<file path="src/rtl/leaderboard_sequencer_pkg.sv">
// Shared definitions for the leaderboard sequencer: FSM state encoding,
// score width, the empty-slot marker and the slot-address helper.
package leaderboard_sequencer_pkg;

  typedef enum logic [1:0] {
    ST_IDLE  = 2'd0,
    ST_CLEAR = 2'd1,
    ST_SCAN  = 2'd2,
    ST_DONE  = 2'd3
  } state_e;

  localparam int SCORE_WIDTH = 13;
  localparam logic [SCORE_WIDTH-1:0] EMPTY_SCORE = 13'h1FFF;

  // Register-file address of table slot idx; wraps in 3 bits like the RF port.
  function automatic logic [2:0] slot_addr(input logic [2:0] base, input logic [2:0] idx);
    return base + idx;
  endfunction

endpackage

</file>
<file path="src/rtl/leaderboard_sequencer_if.sv">
// Request/status and register-file port bundle of the leaderboard sequencer.
// master = game controller plus register file side, slave = sequencer.
interface leaderboard_sequencer_if
  import leaderboard_sequencer_pkg::*;
#(
  parameter int WIDTH = SCORE_WIDTH
);
  logic             InsertReq;
  logic [WIDTH-1:0] InsertScore;
  logic             ClearReq;
  logic             Busy;
  logic             Done;
  logic [2:0]       Rank;
  logic [2:0]       ReadAddr;
  logic [WIDTH-1:0] ReadData;
  logic             WriteEn;
  logic [2:0]       WriteAddr;
  logic [WIDTH-1:0] WriteData;

  modport master (
    output InsertReq, InsertScore, ClearReq, ReadData,
    input  Busy, Done, Rank, ReadAddr, WriteEn, WriteAddr, WriteData
  );

  modport slave (
    input  InsertReq, InsertScore, ClearReq, ReadData,
    output Busy, Done, Rank, ReadAddr, WriteEn, WriteAddr, WriteData
  );
endinterface

</file>
<file path="src/rtl/leaderboard_sequencer_less_than13bit.sv">
// Unsigned magnitude comparator: lt is high when a is strictly below b.
// Kept as its own block so other score logic can reuse it.
module leaderboard_sequencer_less_than13bit
  import leaderboard_sequencer_pkg::*;
#(
  parameter int WIDTH = SCORE_WIDTH
) (
  input  logic [WIDTH-1:0] a,
  input  logic [WIDTH-1:0] b,
  output logic             lt
);

  assign lt = (a < b);

endmodule

</file>
<file path="src/rtl/leaderboard_sequencer.sv">
// Keeps an ascending top-N table of best (lowest) reaction times in a shared
// register file. An insert walks the table once, one slot per cycle, carrying
// the larger value downward; a clear fills every slot with the empty marker.
module leaderboard_sequencer
  import leaderboard_sequencer_pkg::*;
#(
  parameter int               WIDTH     = SCORE_WIDTH,
  parameter int               TOP_N     = 3,
  parameter logic [2:0]       BASE_ADDR = 3'd1,
  parameter logic [WIDTH-1:0] EMPTY     = EMPTY_SCORE
) (
  input  logic                     Clock,
  input  logic                     CLRN,
  leaderboard_sequencer_if.slave   bus
);

  localparam logic [2:0] LAST_IDX = 3'(TOP_N - 1);

  state_e           state_r;
  logic [2:0]       idx_r;
  logic [WIDTH-1:0] carry_r;
  logic [2:0]       rank_r;
  logic             busy_r;
  logic             done_r;

  logic             lt_s;
  logic             swap_s;
  logic [2:0]       slot_s;
  logic [2:0]       read_addr_s;
  logic             write_en_s;
  logic [2:0]       write_addr_s;
  logic [WIDTH-1:0] write_data_s;

  assign slot_s = slot_addr(BASE_ADDR, idx_r);

  leaderboard_sequencer_less_than13bit #(.WIDTH(WIDTH)) u_lt (
    .a  (carry_r),
    .b  (bus.ReadData),
    .lt (lt_s)
  );

  // Register-file port decode: writes only in CLEAR and on a SCAN swap.
  always_comb begin
    read_addr_s  = 3'd0;
    write_en_s   = 1'b0;
    write_addr_s = 3'd0;
    write_data_s = '0;
    swap_s       = 1'b0;
    case (state_r)
      ST_CLEAR: begin
        write_en_s   = 1'b1;
        write_addr_s = slot_s;
        write_data_s = EMPTY;
      end
      ST_SCAN: begin
        read_addr_s = slot_s;
        swap_s      = lt_s;
        if (lt_s) begin
          write_en_s   = 1'b1;
          write_addr_s = slot_s;
          write_data_s = carry_r;
        end else begin
          write_en_s   = 1'b0;
          write_addr_s = 3'd0;
          write_data_s = '0;
        end
      end
      default: begin
        read_addr_s  = 3'd0;
        write_en_s   = 1'b0;
        write_addr_s = 3'd0;
        write_data_s = '0;
        swap_s       = 1'b0;
      end
    endcase
  end

  // Sequencing FSM with registered Busy, Done and Rank.
  always_ff @(posedge Clock or negedge CLRN) begin
    if (!CLRN) begin
      state_r <= ST_IDLE;
      idx_r   <= 3'd0;
      carry_r <= '0;
      rank_r  <= 3'd0;
      busy_r  <= 1'b0;
      done_r  <= 1'b0;
    end else begin
      case (state_r)
        ST_IDLE: begin
          done_r <= 1'b0;
          if (bus.ClearReq) begin
            idx_r   <= 3'd0;
            busy_r  <= 1'b1;
            state_r <= ST_CLEAR;
          end else if (bus.InsertReq) begin
            carry_r <= bus.InsertScore;
            idx_r   <= 3'd0;
            rank_r  <= 3'd0;
            busy_r  <= 1'b1;
            state_r <= ST_SCAN;
          end else begin
            busy_r <= 1'b0;
          end
        end
        ST_CLEAR: begin
          if (idx_r == LAST_IDX) begin
            idx_r   <= 3'd0;
            done_r  <= 1'b1;
            state_r <= ST_DONE;
          end else begin
            idx_r <= idx_r + 3'd1;
          end
        end
        ST_SCAN: begin
          if (swap_s) begin
            carry_r <= bus.ReadData;
            if (rank_r == 3'd0) begin
              rank_r <= idx_r + 3'd1;
            end else begin
              rank_r <= rank_r;
            end
          end else begin
            carry_r <= carry_r;
          end
          if (idx_r == LAST_IDX) begin
            idx_r   <= 3'd0;
            done_r  <= 1'b1;
            state_r <= ST_DONE;
          end else begin
            idx_r <= idx_r + 3'd1;
          end
        end
        ST_DONE: begin
          done_r  <= 1'b0;
          busy_r  <= 1'b0;
          state_r <= ST_IDLE;
        end
        default: begin
          done_r  <= 1'b0;
          busy_r  <= 1'b0;
          idx_r   <= 3'd0;
          state_r <= ST_IDLE;
        end
      endcase
    end
  end

  assign bus.Busy      = busy_r;
  assign bus.Done      = done_r;
  assign bus.Rank      = rank_r;
  assign bus.ReadAddr  = read_addr_s;
  assign bus.WriteEn   = write_en_s;
  assign bus.WriteAddr = write_addr_s;
  assign bus.WriteData = write_data_s;

endmodule

</file>
<file path="src/flat_wrapper.sv">
// flat-port wrapper written by rule: the top's interface ports become plain ports
module leaderboard_sequencer_flat import leaderboard_sequencer_pkg::*;
#(
  parameter int               WIDTH     = SCORE_WIDTH,
  parameter int               TOP_N     = 3,
  parameter logic [2:0]       BASE_ADDR = 3'd1,
  parameter logic [WIDTH-1:0] EMPTY     = EMPTY_SCORE
)
  (Clock, CLRN, bus_InsertReq, bus_InsertScore, bus_ClearReq, bus_ReadData, bus_Busy, bus_Done, bus_Rank, bus_ReadAddr, bus_WriteEn, bus_WriteAddr, bus_WriteData);
  leaderboard_sequencer_if #(.WIDTH(WIDTH)) bus_i ();
  input  logic Clock;
  input  logic CLRN;
  input wire logic [$bits(bus_i.InsertReq)-1:0] bus_InsertReq;
  input wire logic [$bits(bus_i.InsertScore)-1:0] bus_InsertScore;
  input wire logic [$bits(bus_i.ClearReq)-1:0] bus_ClearReq;
  input wire logic [$bits(bus_i.ReadData)-1:0] bus_ReadData;
  output wire logic [$bits(bus_i.Busy)-1:0] bus_Busy;
  output wire logic [$bits(bus_i.Done)-1:0] bus_Done;
  output wire logic [$bits(bus_i.Rank)-1:0] bus_Rank;
  output wire logic [$bits(bus_i.ReadAddr)-1:0] bus_ReadAddr;
  output wire logic [$bits(bus_i.WriteEn)-1:0] bus_WriteEn;
  output wire logic [$bits(bus_i.WriteAddr)-1:0] bus_WriteAddr;
  output wire logic [$bits(bus_i.WriteData)-1:0] bus_WriteData;
  assign bus_i.InsertReq = bus_InsertReq;
  assign bus_i.InsertScore = bus_InsertScore;
  assign bus_i.ClearReq = bus_ClearReq;
  assign bus_i.ReadData = bus_ReadData;
  assign bus_Busy = bus_i.Busy;
  assign bus_Done = bus_i.Done;
  assign bus_Rank = bus_i.Rank;
  assign bus_ReadAddr = bus_i.ReadAddr;
  assign bus_WriteEn = bus_i.WriteEn;
  assign bus_WriteAddr = bus_i.WriteAddr;
  assign bus_WriteData = bus_i.WriteData;
  leaderboard_sequencer #(.WIDTH(WIDTH), .TOP_N(TOP_N), .BASE_ADDR(BASE_ADDR), .EMPTY(EMPTY)) u_core (.Clock(Clock), .CLRN(CLRN), .bus(bus_i));
endmodule
</file>
<file path="config.mk">
export PLATFORM = sky130hd
export DESIGN_NAME = leaderboard_sequencer_flat
export DESIGN_NICKNAME = d
export VERILOG_FILES = /design/src/rtl/leaderboard_sequencer_pkg.sv /design/src/rtl/leaderboard_sequencer_if.sv /design/src/rtl/leaderboard_sequencer_less_than13bit.sv /design/src/rtl/leaderboard_sequencer.sv /design/src/flat_wrapper.sv
export SDC_FILE = /design/constraint.sdc
export NUM_CORES = 1
export LEC_CHECK = 0
export CORE_ASPECT_RATIO = 0.5
export CORE_UTILIZATION = 31
export DETAILED_ROUTE_END_ITERATION = 7
export MAX_ROUTING_LAYER = met4
export SLEW_MARGIN = 10
export SYNTH_ARGS = -nofsm -noshare
export SYNTH_HDL_FRONTEND = slang
export SYNTH_HIERARCHICAL = 1
export SYNTH_SLANG_ARGS = --single-unit
</file>
<file path="constraint.sdc">
create_clock -name Clock -period 2.1 [get_ports Clock]
set_clock_uncertainty 0.15 [all_clocks]
set_input_delay 0.315 -clock Clock [delete_from_list [all_inputs] [get_ports Clock]]
set_output_delay 0.315 -clock Clock [all_outputs]
set_load 0.03 [all_outputs]
</file>
==> impl_results.html <==
<table>
<tr><th>Metric</th><th>Value</th></tr>
<tr><th colspan="2">Status</th></tr>
<tr><td>Status</td><td>finished, violations left</td></tr>
<tr><td>Violations in the final reports</td><td>negative setup slack</td></tr>
<tr><th colspan="2">Synthesis</th></tr>
<tr><td>Cell types with the largest area share after synthesis</td><td>dfrtp_1, ha_1, mux2_2</td></tr>
<tr><td>Mapped Nets</td><td>between 200 and 250</td></tr>
<tr><td>Post-synthesis instance area</td><td>1780 um^2</td></tr>
<tr><td>Yosys top cell by area</td><td>dfrtp_1</td></tr>
<tr><td>EDFF count, synth</td><td>0</td></tr>
<tr><td>Count of unique library cells instantiated by Yosys</td><td>between 40 and 50</td></tr>
<tr><td>Post-synth top area share</td><td>32.3%</td></tr>
<tr><td>Syn avg cell area</td><td>roughly 9.8 um^2</td></tr>
<tr><td>Number of register bits inferred by synthesis</td><td>23</td></tr>
<tr><td>Flip-flop cell with the highest count after synthesis</td><td>dfrtp_1</td></tr>
<tr><td>Async set-reset flop share out of synthesis</td><td>100%</td></tr>
<tr><td>Number of warnings issued by yosys</td><td>6</td></tr>
<tr><td>Cell count after synthesis</td><td>between 150 and 200</td></tr>
<tr><td>Share of the yosys chip area belonging to registers</td><td>approximately a third</td></tr>
<tr><th colspan="2">STA</th></tr>
<tr><td>Final Slew Violations</td><td>0</td></tr>
<tr><td>Fmax achieved</td><td>between 0.3 and 0.4 GHz</td></tr>
<tr><td>Final setup slack of the worst path</td><td>-0.446 ns</td></tr>
<tr><td>Time the worst path needs with I/O delays and setup</td><td>around 2.5 ns</td></tr>
<tr><td>Setup TNS after final layout</td><td>-12.53 ns</td></tr>
<tr><td>Headroom to the max-slew limit</td><td>79.0%</td></tr>
<tr><td>Final setup violation count</td><td>33</td></tr>
<tr><td>Final Hold Fails</td><td>0</td></tr>
<tr><td>Fin crit share</td><td>121%</td></tr>
<tr><td>Setup repair after global routing missed its margin</td><td>yes</td></tr>
<tr><td>Pin slew with the least headroom to its limit</td><td>0.314 ns</td></tr>
<tr><th colspan="2">Finish</th></tr>
<tr><td>Fin cells</td><td>~340</td></tr>
<tr><td>Antenna cell count</td><td>0</td></tr>
<tr><td>Area grow syn2layout</td><td>73.8%</td></tr>
<tr><td>Filler cells</td><td>486</td></tr>
<tr><td>Post-Route Utilization</td><td>between 50% and 60%</td></tr>
<tr><td>Fraction of layout cells with a size suffix above 1</td><td>about 50%</td></tr>
<tr><td>Total number of nets in the final design</td><td>roughly 310</td></tr>
<tr><th colspan="2">Route</th></tr>
<tr><td>Final Routed Wirelength</td><td>4.57 mm</td></tr>
<tr><td>Average wire per standard cell</td><td>between 10 and 15 um</td></tr>
<tr><td>Via count of the routed design</td><td>between 1500 and 2000</td></tr>
<tr><td>Number of routed nets with antenna violations</td><td>0</td></tr>
<tr><td>Number of design rule violations left after detail routing</td><td>0</td></tr>
<tr><td>Violation count after the first detailed-route iteration</td><td>21</td></tr>
<tr><td>Routed vias/inst</td><td>~4.7</td></tr>
<tr><td>Pre-Repair DR Iteration Count</td><td>6</td></tr>
<tr><th colspan="2">Clock tree</th></tr>
<tr><td>Post-CTS Hold Buffers</td><td>0</td></tr>
<tr><td>CTS tree</td><td>yes</td></tr>
<tr><td>Num CTS Buffers</td><td>3</td></tr>
<tr><td>Num Clock Sinks</td><td>23</td></tr>
<tr><td>Clock buffer depth</td><td>2</td></tr>
<tr><td>Depth of the CTS H-tree</td><td>1</td></tr>
<tr><td>Root cell of the clock tree</td><td>clkbuf_16</td></tr>
<tr><td>Clock latency reported for the late side of the worst-skew pair</td><td>~0.26 ns</td></tr>
<tr><td>Clock-pin slew of the registers on the worst-case setup and hold paths</td><td>roughly 0.060 ns</td></tr>
<tr><th colspan="2">Min path</th></tr>
<tr><td>Worst min-delay path category</td><td>in2async</td></tr>
<tr><th colspan="2">Floorplanning</th></tr>
<tr><td>Chip height</td><td>55.6 um</td></tr>
<tr><td>Num rows</td><td>19</td></tr>
<tr><td>Effective utilization at floorplan</td><td>about a third</td></tr>
<tr><td>Core footprint</td><td>approximately 5500 um^2</td></tr>
<tr><td>Number of ports placed on the die boundary</td><td>55</td></tr>
<tr><td>Die width</td><td>about 110 um</td></tr>
<tr><td>Die Area</td><td>6060 um^2</td></tr>
<tr><th colspan="2">Place</th></tr>
<tr><td>HPWL after detailed placement</td><td>3.20 mm</td></tr>
<tr><td>Final weighted congestion in routability-driven placement</td><td>0.753</td></tr>
<tr><td>Count of buffers inserted at the top-level ports</td><td>54</td></tr>
<tr><td>Placed cell count</td><td>327</td></tr>
<tr><td>Setup slack after placement</td><td>-0.794 ns</td></tr>
<tr><th colspan="2">Worst setup path</th></tr>
<tr><td>Worst-path maximum fanout</td><td>6</td></tr>
<tr><td>Delay contributed by the slowest stage of the critical path</td><td>around 0.41 ns</td></tr>
<tr><td>Count of cells along the worst register-to-register path</td><td>12</td></tr>
<tr><td>Startpoint class of the critical path</td><td>flip-flop</td></tr>
<tr><td>WP data arrival</td><td>2.08 ns</td></tr>
<tr><td>Setup crit end kind</td><td>output pin</td></tr>
<tr><td>Type of the worst setup path</td><td>reg2out</td></tr>
<tr><td>Worst path slowest cell</td><td>dfrtp_1</td></tr>
<tr><td>Most frequent CP cell</td><td>a21o_1</td></tr>
<tr><td>Data required time of the worst path</td><td>around 1.6 ns</td></tr>
<tr><td>Worst path cell trace</td><td>ha_4, a21o_1, a31oi_2, o21ai_2, a21oi_2, a21o_1, nand2_4, buf_12, nor2_4, buf_6</td></tr>
<tr><th colspan="2">Global route</th></tr>
<tr><td>Wire length of the first global-routing pass</td><td>7.46 mm</td></tr>
<tr><td>Maximum number of pins on one net before global-route repair</td><td>24</td></tr>
<tr><td>Vias in the first global route</td><td>1654</td></tr>
<tr><td>Antenna violations before repair</td><td>0</td></tr>
<tr><td>Total global routing overflow</td><td>0</td></tr>
<tr><td>Overall fraction of global-route tracks in use</td><td>approximately 16%</td></tr>
<tr><th colspan="2">Power and ir drop</th></tr>
<tr><td>Static power due to leakage</td><td>approximately 1.4 nW</td></tr>
<tr><td>Total power divided by cell area</td><td>1890 nW/um^2</td></tr>
<tr><td>Power after layout</td><td>between 5 and 6 mW</td></tr>
<tr><td>Worst-case vdd ir drop</td><td>0.740 mV</td></tr>
<tr><th colspan="2">Job</th></tr>
<tr><td>Max Cap Viol</td><td>0</td></tr>
</table>
==> worst max-delay path: cells and delay by family (launching register included) <==
| family | cells | cell delay (ns) |
|---|---|---|
| flops | 1 | 0.41 |
| simple gates | 2 | 0.17 |
| compound gates | 5 | 0.72 |
| fa+ha+maj | 1 | 0.22 |
| buf+inv | 2 | 0.29 |
==> layout by cell type, fill, tap and decap left out, types with 4 or more instances in the layout <==
cell type / n
buf_12: 5
inv_1: 11
ha_4: 9
o21ai_0: 4
dfrtp_1: 23
nor2_1: 15
mux2_2: 13
ha_1: 10
nor2_4: 16
a21oi_1: 4
buf_6: 21
dlygate4sd2_1: 11
mux2_4: 13
buf_4: 25
clkdlybuf4s50_1: 22
nand2_1: 5
inv_2: 6
==> synthesized netlist by cell type (all sizes together) (3+ instances only) <==
cell,count
nor2b,3
nand2,7
mux2,26
dfrtp,23
o21ai,6
clkbuf,3
buf,4
o22a,3
a21oi,8
a21o,3
mux2i,4
ha,19
nor2,31
inv,18
nand2b,3
==> state kept, by name, summed over array words and instances (netlist names) <==
signal           flops
u_core/state_r       2
u_core/idx_r         3
u_core/bus.Done      1
u_core/bus.Busy      1
u_core/bus.Rank      3
u_core/carry_r      13
==> logic make-up (layout without fill, tap and decap cells) <==
logic type | count (synthesis) | after routing | share of synthesized area [%]
adder cells (fa/ha/maj) | 19 | 19 | 13.4
AND/OR/NAND/NOR | 53 | 53 | 13.5
buffers and inverters | 25 | 107 | 6.96
multiplexers | 30 | 30 | 21.0
flip-flops | 23 | 23 | 32.3
AO/OA/AOI/OAI | 31 | 31 | 12.3
XOR/XNOR | 1 | 1 | 0.492
==> routing by layer <==
| layer | GRT usage, % | vias up | wire (um) |
|---|---|---|---|
| li1 | - | 787 | - |
| met5 | - | - | 0 |
| met1 | 20.2 | 782 | 2080 |
| met4 | 2.51 | 0 | 20 |
| met2 | 27.3 | 19 | 2340 |
| met3 | 2.93 | 2 | 127 |
==> path summary, 6_finish.rpt <==
path,slack [ns],end,startpoint
setup / recovery,-0.45,bus_WriteData[1],u_core/carry_r[2]
hold / removal,0.27,u_core/bus.Rank[2],CLRN
setup reg to reg,-0.35,u_core/carry_r[0],u_core/carry_r[2]
hold reg to reg,0.34,u_core/bus.Busy,u_core/bus.Busy
max in group asynchronous,1.29,u_core/carry_r[11],CLRN
min in group Clock,0.32,u_core/carry_r[3],bus_ReadData[3]
==> report_power, final <==
group | switching, mW | internal (mW) | total, mW
clock network | 0.165 | 0.256 | 0.421
logic | 2.22 | 2.34 | 4.56
registers | 0.206 | 0.674 | 0.880
==> cell type report <==
type / instances / area, um^2 / area share [%]
multi-input combinational: 134 / 1420 / 46.0
inverter: 18 / 71.3 / 2.31
timing repair buffer: 85 / 853 / 27.6
sequential: 23 / 576 / 18.6
tap: 73 / 91.3 / 2.95
clock inverter: 1 / 5.00 / 0.162
clock buffer: 3 / 75.1 / 2.43
==> per-stage QoR <==
| stage | hold WS [ns] | cell area, um^2 |
|---|---|---|
| after floorplan | -0.131 | 1900 |
| after global placement | 0.330 | 2650 |
| after detailed placement | 0.330 | 2650 |
| after CTS | 0.283 | 2980 |
| after global routing | 0.304 | 3090 |
| final | 0.269 | 3090 |
==> what timing repair did <==
action | CTS | global route
endpoints found under the setup margin | 36 | 36
gates resized for setup | 60 | 16
endpoints found under the hold margin | 0 | 0
setup buffers | 4 | 2
pin swaps | 18 | 10
(Power assumes the default switching activity.)
